[config.mk]
export PLATFORM = sky130hd
export DESIGN_NAME = hazard_control_unit
export DESIGN_NICKNAME = d
export VERILOG_FILES = /design/src/rtl/hazard_control_unit.sv
export SDC_FILE = /design/constraint.sdc
export NUM_CORES = 1
export LEC_CHECK = 0
export CORE_AREA = 2 2 41 43
export DETAILED_ROUTE_END_ITERATION = 6
export DIE_AREA = 0 0 43 45
export PLACE_DENSITY = 0.78
export SYNTH_ARGS = -nofsm -noshare
export SYNTH_HDL_FRONTEND = slang
export SYNTH_SLANG_ARGS = --single-unit
[constraint.sdc]
create_clock -name clk -period 2.9 [get_ports clk]
set_input_delay 0.29 -clock clk [delete_from_list [all_inputs] [get_ports clk]]
set_output_delay 0.29 -clock clk [all_outputs]
set_load 0.02 [all_outputs]
[src/rtl/hazard_control_unit.sv]
// Pipeline hazard controller: load-use stall, HI/LO divider occupancy stall, taken-branch flush.
// Optional HAZARD_PERF_CNT_EN adds stall_cycles / flush_count performance counters.
module hazard_control_unit #(
  parameter int unsigned DIV_CYCLES = 32,
  parameter int unsigned CNT_W      = 6
) (
  input  logic       clk,
  input  logic       rst,
  input  logic [4:0] ID_rs,
  input  logic [4:0] ID_rt,
  input  logic       ID_uses_rt,
  input  logic       ID_hilo_use,
  input  logic [4:0] EX_rd,
  input  logic       EX_MemRead,
  input  logic       EX_div_start,
  input  logic       EX_branch_taken,
  output logic       PCWrite,
  output logic       IF_ID_Write,
  output logic       ID_EX_Bubble,
  output logic       IF_ID_Flush,
  output logic       div_busy,
  output logic [1:0] hz_state
`ifdef HAZARD_PERF_CNT_EN
  ,
  output logic [31:0] stall_cycles,
  output logic [31:0] flush_count
`endif
);

  typedef enum logic [1:0] {
    HZ_RUN       = 2'd0,
    HZ_STALL_LU  = 2'd1,
    HZ_STALL_DIV = 2'd2,
    HZ_FLUSH     = 2'd3
  } hz_e;

  hz_e              action_c;
  hz_e              hz_state_q, hz_state_d;
  logic [CNT_W-1:0] div_cnt_q, div_cnt_d;
  logic             load_use_c;
  logic             div_busy_c;
  logic             div_hz_c;

  always_ff @(posedge clk or posedge rst) begin
    if (rst) begin
      hz_state_q <= HZ_RUN;
      div_cnt_q  <= '0;
    end else begin
      hz_state_q <= hz_state_d;
      div_cnt_q  <= div_cnt_d;
    end
  end

  // Hazard detection and single-action priority select
  always_comb begin
    load_use_c = EX_MemRead && (EX_rd != 5'd0) &&
                 ((EX_rd == ID_rs) || (ID_uses_rt && (EX_rd == ID_rt)));
    div_busy_c = (div_cnt_q != '0);
    div_hz_c   = div_busy_c && ID_hilo_use;

    action_c = HZ_RUN;
    if (EX_branch_taken)  action_c = HZ_FLUSH;
    else if (div_hz_c)    action_c = HZ_STALL_DIV;
    else if (load_use_c)  action_c = HZ_STALL_LU;

    hz_state_d = action_c;

    div_cnt_d = div_cnt_q;
    if (div_busy_c)        div_cnt_d = div_cnt_q - CNT_W'(1);
    else if (EX_div_start) div_cnt_d = CNT_W'(DIV_CYCLES);
  end

  always_comb begin
    PCWrite      = 1'b1;
    IF_ID_Write  = 1'b1;
    ID_EX_Bubble = 1'b0;
    IF_ID_Flush  = 1'b0;
    div_busy     = div_busy_c;
    hz_state     = hz_state_q;

    case (action_c)
      HZ_FLUSH: begin
        IF_ID_Flush  = 1'b1;
        ID_EX_Bubble = 1'b1;
      end
      HZ_STALL_DIV, HZ_STALL_LU: begin
        PCWrite      = 1'b0;
        IF_ID_Write  = 1'b0;
        ID_EX_Bubble = 1'b1;
      end
      default: ;
    endcase

    // Pipeline frozen with NOPs injected while reset is held
    if (rst) begin
      PCWrite      = 1'b0;
      IF_ID_Write  = 1'b0;
      ID_EX_Bubble = 1'b1;
      IF_ID_Flush  = 1'b1;
      div_busy     = 1'b0;
    end
  end

`ifdef HAZARD_PERF_CNT_EN
  logic [31:0] stall_cycles_q, stall_cycles_d;
  logic [31:0] flush_count_q, flush_count_d;

  always_ff @(posedge clk or posedge rst) begin
    if (rst) begin
      stall_cycles_q <= '0;
      flush_count_q  <= '0;
    end else begin
      stall_cycles_q <= stall_cycles_d;
      flush_count_q  <= flush_count_d;
    end
  end

  always_comb begin
    stall_cycles_d = stall_cycles_q;
    flush_count_d  = flush_count_q;
    if ((action_c == HZ_STALL_LU) || (action_c == HZ_STALL_DIV))
      stall_cycles_d = stall_cycles_q + 32'd1;
    if (action_c == HZ_FLUSH)
      flush_count_d = flush_count_q + 32'd1;
    stall_cycles = stall_cycles_q;
    flush_count  = flush_count_q;
  end
`endif

endmodule

==> metrics.csv <==
stage,metric,value,unit
synthesis,syn-instance-count,63,
power_and_ir_drop,switchingPower,194,uW
sta,tns,0,ps
finish,regArea,200,sq um
critical_path,worstPathRequired,2610,ps
power_and_ir_drop,p_comb_frac,0.450,
grt,grt_pass1_vias,519,
power_and_ir_drop,p_leak,0.381,nW
clock_tree,htree_levels,1,
critical_path,reg2reg_to,hz_state[1]$_DFF_PP0_,
drt,drt_first_pass_iters,4,
drt,route.detailed.drc,0,
grt,antenna_found_initial,0,
clock_tree,cts_buffer_depth,2,
placement,place_inst,106,
finish,multiInputGateArea,342,sq um
clock_tree,cts-buffers-inserted,3,
placement,port_buffers,28,
floorplanning,die_width,43,um
finish,antenna_cells,0,
critical_path,startpoint_type,flop,
synthesis,synthesis.nets,87,
floorplanning,fp.dieH,45,um
drt,viasPerCell,4.74,
synthesis,avgSynthCellArea,9.02,sq um
power_and_ir_drop,pwr-share-clk,0.163,
placement,gp_congestion,0.723,
critical_path,crit_type,reg -> out,
sta,grt_setup_unrepaired,false,
grt,grt_use_total,0.150,
grt,met3_usage,0.0640,
clock_tree,cts_root_buffer,clkbuf_4,
finish,num-fill-cells,138,
critical_path,reg2reg_depth,6,
finish,syn_to_final_growth,55.9,%
clock_tree,holdBufCountCts,0,
grt,grt_pass1_wl,2.15,mm
sta,fin_crit_sh,0.952,
grt,overflow,0,
power_and_ir_drop,p_seq_frac,0.387,
grt,grt_max_degree,10,
clock_tree,tritoncts,yes,
drt,vias,517,
synthesis,ys_seq_area_frac,0.352,
sta,skew,7.20,ps
grt,grt_use_met1,0.190,
sta,timing.fmax,362,MHz
floorplanning,rows,14,
critical_path,end_kind,output port,
critical_path,cp-startpoint,div_cnt_q[0]$_DFFE_PP0P_,
floorplanning,initial_core_util,0.386,
drt,antenna_left,0,
clock_tree,clk_pin_slew,60,ps
placement,pre_cts_ws,167,ps
grt,grt-busiest-layer,met2,
sta,period_minus_slack,2760,ps
synthesis,synth_area,568,sq um
placement,hpwlAfterDp,1.09,mm
critical_path,r2r-start,div_cnt_q[0]$_DFFE_PP0P_,
power_and_ir_drop,ir_drop,0.324,mV
sta,hold_viol,0,
sta,finalSetupViolCount,0,
drt,wirelength,1.27,mm
critical_path,crit_fanout,7,
synthesis,synth_flop_cell,dfrtp_1,
critical_path,r2r_slack,1540,ps
clock_tree,clk_latency,260,ps
floorplanning,core-area,1470,sq um
power_and_ir_drop,power_density,599,nW/um^2
floorplanning,dieArea,1940,sq um
synthesis,ys_ff_latch,8,
run,drv_cap,0,
finish,instances_no_fill,109,
drt,drt_iter0_drc,17,
sta,worst_pin_slew,322,ps
sta,slew_headroom,0.785,
clock_tree,cts_sinks,8,
power_and_ir_drop,internal_power,337,uW
synthesis,synth_edf_count,0,
worst_hold_path,min_path_type,in -> async,
synthesis,synth.distinct_cells,28,
sta,slew_violations,0,
grt,grtUsageMet2,0.233,
synthesis,synthArstFlopShare,1.00,
drt,routedWlPerCell,11.6,um
floorplanning,io_pins,29,
finish,drive_gt1_frac,0.0860,
sta,fin_ws,139,ps
outcome,status,"complete, no violations",
power_and_ir_drop,switching_share,0.365,
critical_path,cp.arrival,2470,ps
synthesis,yosys_warnings,0,
finish,nets,119,
metal layers:
metal / share of wire / wire, um / vias to the layer above
met2: 0.46 / 577 / 17
met1: 0.49 / 617 / 222
li1: - / - / 276
met4: 0.0047 / 6 / 0
met5: 0 / 0 / -
met3: 0.049 / 62 / 2
critical path, stage by stage (launching register included):
cell	delay [ps]
dfrtp_1	410
inv_1	70
ha_1	200
nand2b_4	80
nand2b_2	210
nand2_1	100
a41oi_1	110
ha_1	310
nor2_1	110
clkdlybuf4s50_1	620
kinds of logic (layout without fill, tap and decap cells):
group / after synthesis / count (layout) / share of synthesized area
buffers and inverters: 6 / 36 / 0.0463
xor gates and xnor gates: 11 / 11 / 0.170
DFF: 8 / 8 / 0.352
adders and majority gates: 2 / 2 / 0.0440
and+or+nand+nor: 24 / 24 / 0.247
AOI/OAI and AO/OA: 11 / 11 / 0.123
muxes: 1 / 1 / 0.0176
cells in the mapped netlist, drive strengths merged, types with 2 or more instances:
library cell	count	area (sq um)
ha	2	25.0
o21ai	3	15.0
nand2b	2	22.5
a21oi	3	15.0
nor2	5	18.8
nand2	8	30.0
dfrtp	8	200
nor3	2	15.0
xnor2	10	87.6
inv	5	18.8
worst max-delay path by stage:
| stage | end | slack [ps] | cells after the start |
|---|---|---|---|
| 3_3_place_gp | IF_ID_Write | 160 | 8 |
| 4_1_cts | IF_ID_Write | 100 | 9 |
| 5_1_grt | PCWrite | 10 | 9 |
| 2_1_floorplan | PCWrite | 700 | 9 |
| 6_report | PCWrite | 140 | 9 |
| 3_5_place_dp | IF_ID_Write | 170 | 8 |
metrics by stage:
stage | util | area (sq um) | hold slack [ps] | total power [mW]
after floorplan | - | 568 | 114 | 0.366
after global placement | 0.585 | 861 | 489 | 0.436
after detailed placement | 0.585 | 861 | 514 | 0.446
after CTS | 0.600 | 883 | 361 | 0.536
after global routing | 0.602 | 886 | 396 | 0.574
final | 0.602 | 886 | 354 | 0.531
layout make-up:
type,count,share of cell area
clock buffers,3,0.0254
inverters,5,0.0212
multi-input cells,49,0.386
flip-flops and latches,8,0.226
well taps,16,0.0226
repair buffers,28,0.319
what timing repair did:
item                                    CTS  global route
gates resized for setup                   0             1
buffers inserted                          0             0
endpoints found under the setup margin    0             1
power by group through the flow:
stage                     Sequential (mW)  Clock (mW)  Combinational [mW]
after floorplan                     0.198           0               0.168
after global placement              0.202           0               0.234
after detailed placement            0.207           0               0.240
after CTS                           0.205      0.0905               0.241
after global routing                0.210      0.0967               0.267
final                               0.205      0.0865               0.239
sequential cells by signal, indices dropped and copies added, names as in the netlist:
register and cells:
div_cnt_q 6, hz_state 2
cell usage in the layout, fill, tap and decap left out, drive strengths merged:
cell type / count
dlymetal6s2s: 1
inv: 5
nand3: 1
nand2: 8
a41oi: 1
o21ai: 3
nand4: 1
xnor2: 10
ha: 2
nor3: 2
o22ai: 1
mux2i: 1
clkbuf: 3
a21oi: 3
o31ai: 1
or2: 1
a41o: 1
or2b: 1
nor2: 5
or4b: 1
and2b: 1
nand2b: 2
o211ai: 1
xor2: 1
clkdlybuf4s50: 27
or3: 1
dfrtp: 8
Note: power is estimated with default switching activity, not from simulation.
